===== src/rtl/ipv4_header_collector.sv =====
// ipv4_header_collector
// Collects a six-word packet (five IPv4 header words plus one data word) from a
// valid/ready word stream, checks the IPv4 header checksum on the fly, and holds
// the words stable for a downstream segmentation stage until it acknowledges.
// Malformed packets (bad sop/eop framing, too short, too long) raise a one-cycle
// frame_err pulse and bump a saturating error counter.
module ipv4_header_collector #(
    parameter int ERR_CNT_W = 8
) (
    input  logic                 clk,
    input  logic                 reset,
    input  logic                 in_valid,
    output logic                 in_ready,
    input  logic [31:0]          in_data,
    input  logic                 in_sop,
    input  logic                 in_eop,
    output logic [31:0]          ih1,
    output logic [31:0]          ih2,
    output logic [31:0]          ih3,
    output logic [31:0]          ih4,
    output logic [31:0]          ih5,
    output logic [31:0]          ih6,
    output logic                 out_valid,
    input  logic                 out_ack,
    output logic                 chksum_ok,
    output logic                 frame_err,
    output logic [ERR_CNT_W-1:0] err_count
);

    typedef enum logic [1:0] {
        IDLE    = 2'd0,
        COLLECT = 2'd1,
        HOLD    = 2'd2,
        DROP    = 2'd3
    } state_t;

    localparam logic [2:0] LAST_HDR_IDX = 3'd5;  // index after the fifth header word

    state_t                r_state;
    state_t                w_next;
    logic [2:0]            r_idx;
    logic [2:0]            w_idx_next;
    logic [15:0]           r_acc;
    logic [15:0]           w_acc_base;
    logic [15:0]           w_acc_sum;
    logic [31:0]           r_ih [1:6];
    logic                  r_out_valid;
    logic                  r_chksum_ok;
    logic                  r_frame_err;
    logic [ERR_CNT_W-1:0]  r_err_count;

    logic                  w_xfer;
    logic                  w_store;
    logic [2:0]            w_store_sel;
    logic                  w_acc_upd;
    logic                  w_acc_clr;
    logic                  w_err;

    // 16-bit ones-complement add with end-around carry; the carry re-add can
    // never overflow again, because the largest raw sum is 0x1FFFE.
    function automatic logic [15:0] oc_add(input logic [15:0] a, input logic [15:0] b);
        logic [16:0] s;
        s = {1'b0, a} + {1'b0, b};
        return s[15:0] + {15'd0, s[16]};
    endfunction

    assign in_ready = (r_state != HOLD);
    assign w_xfer   = in_valid && in_ready;

    // A word stored to ih1 starts a fresh sum; later header words add onto it.
    assign w_acc_base = w_acc_clr ? 16'h0000 : r_acc;
    assign w_acc_sum  = oc_add(oc_add(w_acc_base, in_data[31:16]), in_data[15:0]);

    // Next-state, word-store and error decode.
    always_comb begin
        // NOTE: every signal gets a default first, so no path can leave one unassigned and infer a latch.
        w_next      = r_state;
        w_idx_next  = r_idx;
        w_store     = 1'b0;
        w_store_sel = 3'd1;
        w_acc_upd   = 1'b0;
        w_acc_clr   = 1'b0;
        w_err       = 1'b0;

        case (r_state)
            IDLE: begin
                if (w_xfer && in_sop) begin
                    if (in_eop) begin
                        w_err = 1'b1;                 // single-word packet
                    end else begin
                        w_store    = 1'b1;
                        w_acc_clr  = 1'b1;
                        w_acc_upd  = 1'b1;
                        w_idx_next = 3'd1;
                        w_next     = COLLECT;
                    end
                end
            end

            COLLECT: begin
                if (w_xfer) begin
                    if (in_sop) begin
                        // Unexpected start: flag it and restart on this word.
                        w_err      = 1'b1;
                        w_store    = 1'b1;
                        w_acc_clr  = 1'b1;
                        w_acc_upd  = 1'b1;
                        w_idx_next = 3'd1;
                    end else if (r_idx == LAST_HDR_IDX) begin
                        // Sixth word: the data word, not part of the checksum.
                        w_store     = 1'b1;
                        w_store_sel = 3'd6;
                        w_idx_next  = 3'd6;
                        if (in_eop) begin
                            w_next = HOLD;
                        end else begin
                            w_err  = 1'b1;            // packet too long
                            w_next = DROP;
                        end
                    end else if (in_eop) begin
                        w_err      = 1'b1;            // packet too short
                        w_idx_next = 3'd0;
                        w_next     = IDLE;
                    end else begin
                        w_store     = 1'b1;
                        w_store_sel = r_idx + 3'd1;
                        w_acc_upd   = 1'b1;
                        w_idx_next  = r_idx + 3'd1;
                    end
                end
            end

            HOLD: begin
                if (out_ack) begin
                    w_idx_next = 3'd0;
                    w_next     = IDLE;
                end
            end

            DROP: begin
                if (w_xfer && in_eop) begin
                    w_idx_next = 3'd0;
                    w_next     = IDLE;
                end
            end

            default: begin
                w_next = IDLE;
            end
        endcase
    end

    // State, word index and checksum accumulator registers.
    always_ff @(posedge clk) begin
        // NOTE: state registers use non-blocking assignments so every flop samples pre-edge values.
        if (reset) begin
            r_state <= IDLE;
            r_idx   <= 3'd0;
            r_acc   <= 16'h0000;
        end else begin
            r_state <= w_next;
            r_idx   <= w_idx_next;
            if (w_acc_upd) begin
                r_acc <= w_acc_sum;
            end
        end
    end

    // Collected word registers, written one slot per accepted word.
    always_ff @(posedge clk) begin
        // NOTE: this word storage is cleared on reset on purpose, because its contents are visible on the outputs.
        if (reset) begin
            for (int i = 1; i <= 6; i++) begin
                r_ih[i] <= 32'h0000_0000;
            end
        end else begin
            for (int i = 1; i <= 6; i++) begin
                if (w_store && (w_store_sel == 3'(i))) begin
                    r_ih[i] <= in_data;
                end
            end
        end
    end

    // Output flags: out_valid mirrors HOLD; chksum_ok is latched on HOLD entry.
    always_ff @(posedge clk) begin
        if (reset) begin
            r_out_valid <= 1'b0;
            r_chksum_ok <= 1'b0;
        end else begin
            r_out_valid <= (w_next == HOLD);
            if ((r_state == COLLECT) && (w_next == HOLD)) begin
                r_chksum_ok <= (r_acc == 16'hFFFF);
            end
        end
    end

    // frame_err pulse and its saturating counter.
    always_ff @(posedge clk) begin
        if (reset) begin
            r_frame_err <= 1'b0;
            r_err_count <= '0;
        end else begin
            r_frame_err <= w_err;
            if (w_err && !(&r_err_count)) begin
                r_err_count <= r_err_count + {{(ERR_CNT_W-1){1'b0}}, 1'b1};
            end
        end
    end

    assign ih1       = r_ih[1];
    assign ih2       = r_ih[2];
    assign ih3       = r_ih[3];
    assign ih4       = r_ih[4];
    assign ih5       = r_ih[5];
    assign ih6       = r_ih[6];
    assign out_valid = r_out_valid;
    assign chksum_ok = r_chksum_ok;
    assign frame_err = r_frame_err;
    assign err_count = r_err_count;

endmodule


===== config.mk =====
export PLATFORM = sky130hd
export DESIGN_NAME = ipv4_header_collector
export DESIGN_NICKNAME = d
export VERILOG_FILES = /design/src/rtl/ipv4_header_collector.sv
export SDC_FILE = /design/constraint.sdc
export NUM_CORES = 1
export LEC_CHECK = 0
export BUFFER_PORTS_ARGS = -buffer_cell sky130_fd_sc_hd__buf_2
export CAP_MARGIN = 20
export CORE_UTILIZATION = 55
export CTS_BUF_LIST = sky130_fd_sc_hd__clkbuf_4 sky130_fd_sc_hd__clkbuf_8 sky130_fd_sc_hd__clkbuf_16
export DETAILED_ROUTE_END_ITERATION = 8
export GPL_TIMING_DRIVEN = 0
export PLACE_DENSITY_LB_ADDON = 0.12
export SETUP_SLACK_MARGIN = 0.3
export SYNTH_ARGS = -nofsm -noshare
export SYNTH_HDL_FRONTEND = slang
export SYNTH_SLANG_ARGS = --single-unit
export TNS_END_PERCENT = 100

===== constraint.sdc =====
create_clock -name clk -period 11 [get_ports clk]
set_input_delay 2.2 -clock clk [delete_from_list [all_inputs] [get_ports clk]]
set_output_delay 2.2 -clock clk [all_outputs]
set_load 0.1 [all_outputs]

== Word-level counts from Yosys, hierarchy flattened ==
Memory sizes are Yosys's and may differ from the RTL's.
Cells that the tools add are included.

* Bits in registers: 32
* Bits in writable memories: 192
* Input bits: 38
* Output and inout port bits: 204
* Logic and storage cells: 123
* Memories: 1

* Add/sub/neg operators: 6
* Equal/unequal tests: 18
* Mux-type cells: 70
* Bitwise gates (word level): 6
* Reductions and logical operators: 15

{| class="wikitable"
|+ Memories
! memory !! depth !! bits a word !! read ports !! clocked after Yosys merged registers in !! write ports !! line !! source
|-
| r_ih || 6 || 32 || 6 || 0 || 6 || 46 || <nowiki>logic [31:0] r_ih [1:6];</nowiki>
|}

{| class="wikitable"
|+ Operator list
! kind !! count
|-
| two-way mux 32 bit || 6
|-
| two-way mux 3 bit || 13
|-
| two-way mux 1 bit || 36
|-
| adder 16 x 16 -> 17 bit || 2
|-
| adder 16 x 1 -> 16 bit || 2
|-
| == test 16 bit, second input constant || 1
|-
| two-way mux 16 bit || 1
|-
| two-way mux 2 bit || 8
|-
| == test 3 bit, second input constant || 4
|-
| inequality test 2 bit, second input constant || 6
|-
| case mux 3 bit (4 select lines) || 1
|-
| logical AND 1 bit || 11
|-
| adder 8 x 1 -> 8 bit, second input constant || 1
|-
| case mux 1 bit (2 select lines) || 4
|-
| case mux 2 bit (4 select lines) || 1
|-
| AND reduction 8 bit || 1
|-
| == test 2 bit, second input constant || 3
|-
| == test 3 x 2 -> 1 bit, second input constant || 2
|-
| bitwise OR 1 bit || 6
|-
| AND reduction 5 bit || 1
|-
| adder 3 x 1 -> 3 bit, second input constant || 1
|-
| == test 3 x 1 -> 1 bit, second input constant || 1
|-
| == test 2 x 1 -> 1 bit, second input constant || 1
|-
| logical NOT 2 bit || 1
|-
| logical NOT 1 bit || 1
|}

== Depth between registers and ports, before layout ==
Gate-level depths: netlist of the first run.

* Depth in word-level cells: 12
* Gate-level depth with buffers: 41
* Depth with buffers taken out: 41

== Worst setup path after synthesis of the first run ==
No wires, ideal clock.

* Path kind: input-to-reg
* Start: input in_eop
* End: register r_acc[15]
* Setup time: 86 ps
* Arrival: 8428 ps
* Data required time: 10914 ps
* Path slack: 2487 ps
* Stages: 40
* Path buffers: 1
* Cells stage by stage: clkbuf_1 > a21oi_1 > nand2_1 > and2_1 > ha_1 > inv_1 > fa_1 > nor2b_1 > o211ai_2 > a21o_1 > nand3b_1 > a31o_2 > a21oi_1 > o21bai_1 > a21o_1 > ha_1 > ha_1 > nand2_1 > (+4 left out) > ha_1 > and3_1 > nand2_1 > a211o_1 > a21oi_1 > o21ai_0 > a21boi_0 > o21ai_0 > nand2b_1 > ha_1 > and2_0 > nand3_1 > mux2i_1 > and4_1 > and4b_1 > nand4_1 > xnor2_1 > a211oi_1

* Cells in the longest elaborated chain, start to end: 8
* Elaborated cells between the ends (all ways): 12
* Those cells by class: add/sub: 4; mux: 8

{| class="wikitable"
|+ RTL lines
! element !! line !! source
|-
| from (decl) || 16 || <nowiki>input logic in_eop,</nowiki>
|-
| two-way mux 1 bit (*) || 88, 120 ||
|-
| two-way mux 1 bit || 87 || <nowiki>if (w_xfer && in_sop) begin</nowiki>
|-
| case mux 1 bit (2 select lines) || 85 || <nowiki>case (r_state)</nowiki>
|-
| two-way mux 16 bit || 71 || <nowiki>assign w_acc_base = w_acc_clr ? 16'h0000 : r_acc;</nowiki>
|-
| adder 16 x 16 -> 17 bit || 63 || <nowiki>s = {1'b0, a} + {1'b0, b};</nowiki>
|-
| adder 16 x 1 -> 16 bit || 64 || <nowiki>return s[15:0] + {15'd0, s[16]};</nowiki>
|-
| adder 16 x 16 -> 17 bit || 63 ||
|-
| adder 16 x 1 -> 16 bit || 64 ||
|-
| to (signal assigned) || 164 || <nowiki>r_acc <= w_acc_sum;</nowiki>
|-
| to (decl) || 43 || <nowiki>logic [15:0] r_acc;</nowiki>
|}

Mark *: on every way between the ends. The rest lies on a longest branch, timed or not.
A chain may end at the register's enable or synchronous reset.

== Worst setup path in the final report of the first run ==
Ends and elaborated chain as after synthesis.

==> metrics.md, run 1 <==
| Metric | Value |
|---|---|
| Peak Freq | 0.105 GHz |
| Root buffer cell | clkbuf_16 |
| Core area | 19600 um2 |
| Drt initial violations | 511 |
| Remaining DRCs | 0 |
| Layout cell share with drive strength beyond 1 | 26.6% |
| Setup Skew | 0.0213 ns |
| Final std cells w/o fill | 1461 |
| MaxCap Viol Count | 0 |
| Critical path type | in -> reg |
| Post-synth cell types | 75 |
| Critical path data required time | 11.43 ns |
| Register area share after synthesis | 57.8% |
| RSZ-0062 raised after global routing | no |
| Die footprint | 20700 um2 |
| CTS Buffer Depth | 3 |
| N_diodes | 0 |
| Leakage power figure | 5.71 nW |
| Reg clk slew, reported paths | 0.06 ns |
| Routed vias/inst | 5.44 |
| Slew margin rel. | 37.7% |
| #FFs+latches synth | 224 |
| DPL Wire Length | 21.0 mm |
| First-pass GRT wire length | 41.4 mm |
| Synth area leader | edfxtp_1 |
| Final worst setup slack | 1.45 ns |
| FF-to-FF path depth | 39 |
| Arr. time, crit path | 9.98 ns |
| Row count | 51 |
| VDD IR max | 0.000112 V |
| CP max stage delay | 0.44 ns |
| Fin. max-slew vios | 0 |
| Initial antenna violation count | 1 |
| Hold_buf cts | 0 |
| Placed Area | 12700 um2 |
| Fin crit share | 86.8% |
| Async SR Flop Fraction | 0% |
| Synth top area share | 52.0% |
| # IOs | 242 |
| DR WL/cell | 19.4 um |
| Final worst path period need | 9.55 ns |
| Cells after synthesis | 911 |
| HP Class | reg -> reg |
| Syn nets | 996 |
| CP max-delay cell | fa_1 |
| Total GRT Usage | 27.3% |
| Synth warn | 0 |
| DIE WIDTH | 144 um |
| Vias | 7950 |
| Filler cell count | 1493 |
| Area growth, synth to finish | 21.6% |
| Routed Antenna Nets | 0 |
| Post-Syn Area | 11100 um2 |
| Buffers on Ports | 240 |
| Vias in the first global route | 7283 |
| Sink Count | 224 |
| Clk_lat worst skew | 0.53 ns |
| Cell area after layout | 13500 um2 |
| GRT Residual Overflow | 0 |
| CTS tree | done |
| Die span in y | 144 um |
| Post-CTS Repair Setup Buffers | 0 |
| Nets | 1264 |
| Hold Crit Depth | 2 |
| # placed instances | 1419 |
| H-tree levels | 1 |
| Area contributors post-synth | edfxtp_1 (52%), and2_1 (12%), dfxtp_1 (5.8%) |
| Fin. Hold Viols | 0 |
| DR pass1 iterations | 5 |
| Final Setup Violations | 0 |
| Least-Margin Pin Slew | 0.935 ns |
| CP Max Fanout | 10 |
| Hold Slack | 0.503 ns |
| Post-CTS resize count | 0 |
| Critical Path Start Type | input port |
| GPL Wtd Cong | 0.902 |
| Crit end category | flip-flop |
| Setup TNS | 0 ns |
| Initial Util | 56.6% |
| Top_reg_cell synth | edfxtp_1 |
| Status | completed |
| Setup slack at placement | 0.875 ns |
| Largest net degree at the start of global routing | 33 |
| Power Density | 178 nW/um2 |
| Inserted Clock Buffers | 23 |
| EDFF count, synth | 192 |
| Synthesized area per cell | 12.2 um2 |
| Final WL | 28.4 mm |
==> worst paths after layout <==
path / startpoint / end / slack (ns)
hold / removal: r_acc[14] / r_acc[14] / 0.50
setup reg to reg: r_state[1] / r_acc[15] / 2.87
hold reg to reg: r_acc[14] / r_acc[14] / 0.50
setup / recovery: in_eop / r_acc[15] / 1.45
==> per-layer routing <==
metal / track usage [%] / vias to the layer above / part of all wire (%)
li1: - / 3847 / -
met1: 34.8 / 3783 / 41
met2: 48.1 / 273 / 50
met3: 4.14 / 47 / 6.6
met4: 7.61 / 0 / 2.3
met5: 0 / - / 0
==> cells in the mapped netlist, types with 17 or more instances <==
cell type / number
a21oi_1: 31
and2_1: 205
clkbuf_1: 25
dfxtp_1: 32
edfxtp_1: 192
ha_1: 45
inv_1: 19
nand2_1: 31
nor2_1: 57
nor3_1: 17
o21ai_0: 21
xnor2_1: 25
xor2_1: 24
==> critical path, delay by kind of cell <==
family / cells / cell delay [ns]
AND/OR/NAND/NOR: 15 / 2.85
AO/OA/AOI/OAI: 14 / 2.45
buffers and inverters: 3 / 0.74
XOR/XNOR: 2 / 0.48
multiplexers: 1 / 0.18
adder cells (fa/ha/maj): 4 / 1.06
==> report_power, final <==
group	switching (mW)	internal, mW	leakage (nW)	total (mW)
Clock	0.323	0.461	0.376	0.784
Combinational	0.473	0.175	3.08	0.648
Sequential	0.0142	0.956	2.25	0.970
==> sequential cells by signal (all words and copies together) (netlist names) <==
signal / flops
chksum_ok: 1
r_acc: 16
r_idx: 3
out_valid: 1
err_count: 8
r_ih: 192
r_state: 2
frame_err: 1
==> layout by cell type, fill, tap and decap left out, types with 9 or more instances in the layout <==
| cell type | instances |
|---|---|
| a21oi_1 | 31 |
| nand3_1 | 11 |
| nor3_1 | 17 |
| nand4_1 | 13 |
| clkbuf_1 | 25 |
| o21ai_0 | 21 |
| nand2_1 | 31 |
| nor4_1 | 9 |
| ha_1 | 45 |
| xnor2_1 | 25 |
| a211oi_1 | 14 |
| xor2_1 | 24 |
| a21o_1 | 9 |
| clkbuf_16 | 23 |
| dfxtp_1 | 32 |
| nor2_1 | 57 |
| inv_1 | 19 |
| buf_2 | 240 |
| and2_1 | 205 |
| edfxtp_1 | 192 |
==> logic make-up after synthesis <==
| group | after synthesis | synth area share [%] |
|---|---|---|
| compound gates | 141 | 9.19 |
| simple gates | 391 | 20.6 |
| xor+xnor | 51 | 4.22 |
| buf+inv | 49 | 2.06 |
| fa+ha+maj | 47 | 5.44 |
| flops | 224 | 57.8 |
| mux | 8 | 0.733 |
==> metrics by stage <==
step | power, mW | utilization, %
6_report | 2.40 | 68.9
5_1_grt | 2.49 | 68.9
4_1_cts | 2.41 | 68.9
3_5_place_dp | 1.63 | 65.0
3_3_place_gp | 1.62 | 64.4
2_1_floorplan | 1.51 | -
==> layout make-up <==
cell class | instances | area [um2] | area share, %
Buffer | 30 | 158 | 1.17
Clock buffer | 25 | 591 | 4.38
Clock inverter | 17 | 174 | 1.29
Inverter | 19 | 71.3 | 0.529
Multi-Input combinational cell | 638 | 4500 | 33.3
Sequential cell | 224 | 6410 | 47.5
Tap cell | 265 | 332 | 2.46
Timing Repair Buffer | 243 | 1260 | 9.35
(Power assumes the default switching activity.)
==> run 2: changes to the inputs <==
--- a/config.mk
+++ b/config.mk
@@ -12,8 +12,9 @@
 export DETAILED_ROUTE_END_ITERATION = 8
 export GPL_TIMING_DRIVEN = 0
 export PLACE_DENSITY_LB_ADDON = 0.12
+export REMOVE_ABC_BUFFERS = 1
 export SETUP_SLACK_MARGIN = 0.3
 export SYNTH_ARGS = -nofsm -noshare
 export SYNTH_HDL_FRONTEND = slang
 export SYNTH_SLANG_ARGS = --single-unit
-export TNS_END_PERCENT = 100
+export TNS_END_PERCENT = 50
==> constraint.sdc (replaced) <==
create_clock -name clk -period 11 [get_ports clk]
set_input_delay 1.65 -clock clk [delete_from_list [all_inputs] [get_ports clk]]
set_output_delay 1.65 -clock clk [all_outputs]
set_load 0.1 [all_outputs]
==> run 2 against run 1 <==
Against the previous run:
- core utilization up 0.42 points
- non-clock buffer count is 17 lower
- global-route usage fell by 2.0 points
- fmax rose by 5.1%
- via count down 2.3%
- clock skew down 0.011 ns
- largest cell class unchanged
- register-to-register slack lost 0.30 ns
- final cell count is 1.2% lower
- cell area up 0.60%
- sequential power about the same
- total power is 0.20% lower
==> metrics.md, run 2 (same netlist as run 1, synthesis figures left out) <==
| Metric | Value |
|---|---|
| Critical path data required time | 11.42 ns |
| Routed vias/inst | 5.38 |
| Drt initial violations | 517 |
| Final WL | 25.8 mm |
| Final Setup Violations | 0 |
| Sink Count | 224 |
| DR WL/cell | 17.9 um |
| DPL Wire Length | 19.0 mm |
| Most frequent CP cell | ha_1 |
| Setup Skew | 0.0103 ns |
| Vias in the first global route | 7365 |
| First-pass GRT wire length | 39.6 mm |
| Die footprint | 20700 um2 |
| Vias | 7765 |
| Setup TNS | 0 ns |
| Critical Path Start Type | input port |
| CP Max Fanout | 16 |
| CTS tree | done |
| Fin. max-slew vios | 0 |
| RSZ-0062 raised after global routing | no |
| Nets | 1248 |
| Initial Util | 56.6% |
| Critical path type | in -> reg |
| Inserted Clock Buffers | 24 |
| Hold_buf cts | 0 |
| Slew margin rel. | 34.7% |
| Power Density | 177 nW/um2 |
| Reg clk slew, reported paths | 0.06 ns |
| Filler cell count | 1451 |
| GPL Wtd Cong | 0.900 |
| HP Class | reg -> reg |
| CP max-delay cell | ha_1 |
| Peak Freq | 0.110 GHz |
| Least-Margin Pin Slew | 0.980 ns |
| N_diodes | 0 |
| Most common cell after layout, fill and taps aside | buf_2 |
| Core area | 19600 um2 |
| VDD IR max | 0.000129 V |
| Buffers on Ports | 241 |
| Final worst path period need | 9.09 ns |
| CP max stage delay | 0.43 ns |
| DR pass1 iterations | 5 |
| Row count | 51 |
| Reg2reg setup slack | 2.57 ns |
| Root buffer cell | clkbuf_16 |
| Die span in y | 144 um |
| Most frequent cells in the layout | buf_2 (241), and2_1 (205), edfxtp_1 (192) |
| Initial antenna violation count | 0 |
| Largest net degree at the start of global routing | 51 |
| Remaining DRCs | 0 |
| Layout cell share with drive strength beyond 1 | 28.3% |
| Max FFs per register | 192 |
| Status | completed |
| Total GRT Usage | 25.2% |
| Post-CTS Repair Setup Buffers | 0 |
| Post-CTS resize count | 0 |
| Crit path to | r_acc[15] |
| # IOs | 242 |
| Fin crit share | 82.6% |
| Placed Area | 12800 um2 |
| Worst Setup SP | in_valid |
| H-tree levels | 1 |
| Crit end category | flip-flop |
| Fin. Hold Viols | 0 |
| GRT Residual Overflow | 0 |
| FF-to-FF path depth | 41 |
| DIE WIDTH | 144 um |
| FF-to-FF End | r_acc[15] |
| Cell area after layout | 13600 um2 |
| Overall power | 2.40 mW |
| Arr. time, crit path | 9.51 ns |
| Clk_lat worst skew | 0.52 ns |
| Routed Antenna Nets | 0 |
| CTS Buffer Depth | 3 |
| MaxCap Viol Count | 0 |
| Leakage power figure | 5.75 nW |
| Reg2Reg Launch Point | r_state[1] |
| Top reg by flops | r_ih |
| Area growth, synth to finish | 22.4% |
==> run 2: cell type report <==
class                   instances  area (um2)  share of cell area, %
multi-input cells             638        4520                   33.3
inverters                      19        71.3                  0.525
clock inverters                12         106                  0.784
clock buffers                  29         656                   4.83
repair buffers                256        1480                   10.9
flip-flops and latches        224        6410                   47.2
well taps                     265         332                   2.44
==> run 2: worst min path at each step <==
stage	startpoint	to	slack [ns]	cells past startpoint
final	err_count[5]	err_count[5]	0.51	2
after global routing	r_acc[14]	r_acc[14]	0.54	2
after CTS	r_acc[8]	r_acc[8]	0.51	2
after detailed placement	r_acc[8]	r_acc[8]	0.51	2
after global placement	err_count[5]	err_count[5]	0.48	2
after floorplan	r_acc[14]	r_acc[14]	0.45	2
==> run 2: layer usage <==
metal | track usage, % | routed length (um) | up-vias
li1 | - | - | 3799
met1 | 32.8 | 11300 | 3685
met2 | 43.0 | 12400 | 240
met3 | 4.70 | 1550 | 41
met4 | 7.22 | 502 | 0
met5 | 0 | 0 | -
==> run 2: critical path, delay by kind of cell <==
family	cells	cell delay, ns
adders and majority gates	6	1.65
and+or+nand+nor	17	3.36
xor gates and xnor gates	2	0.33
buffers and inverters	2	0.20
AOI/OAI and AO/OA	13	2.14
muxes	1	0.19
==> run 2: report_power, final <==
part	switching [mW]	leakage (nW)	total (mW)	internal (mW)
Sequential	0.0134	2.25	0.969	0.956
Combinational	0.466	3.13	0.643	0.177
Clock	0.318	0.378	0.785	0.467
==> run 2: stage by stage <==
stage | cells | hold WS [ns] | setup slack [ns] | utilization, %
after detailed placement | 1402 | 0.507 | 1.51 | 65.4
after floorplan | 881 | 0.448 | 3.10 | -
after CTS | 1443 | 0.515 | 1.95 | 69.3
after global placement | 1387 | 0.480 | 1.61 | 63.7
final | 1443 | 0.512 | 1.91 | 69.3
after global routing | 1443 | 0.542 | 1.24 | 69.3
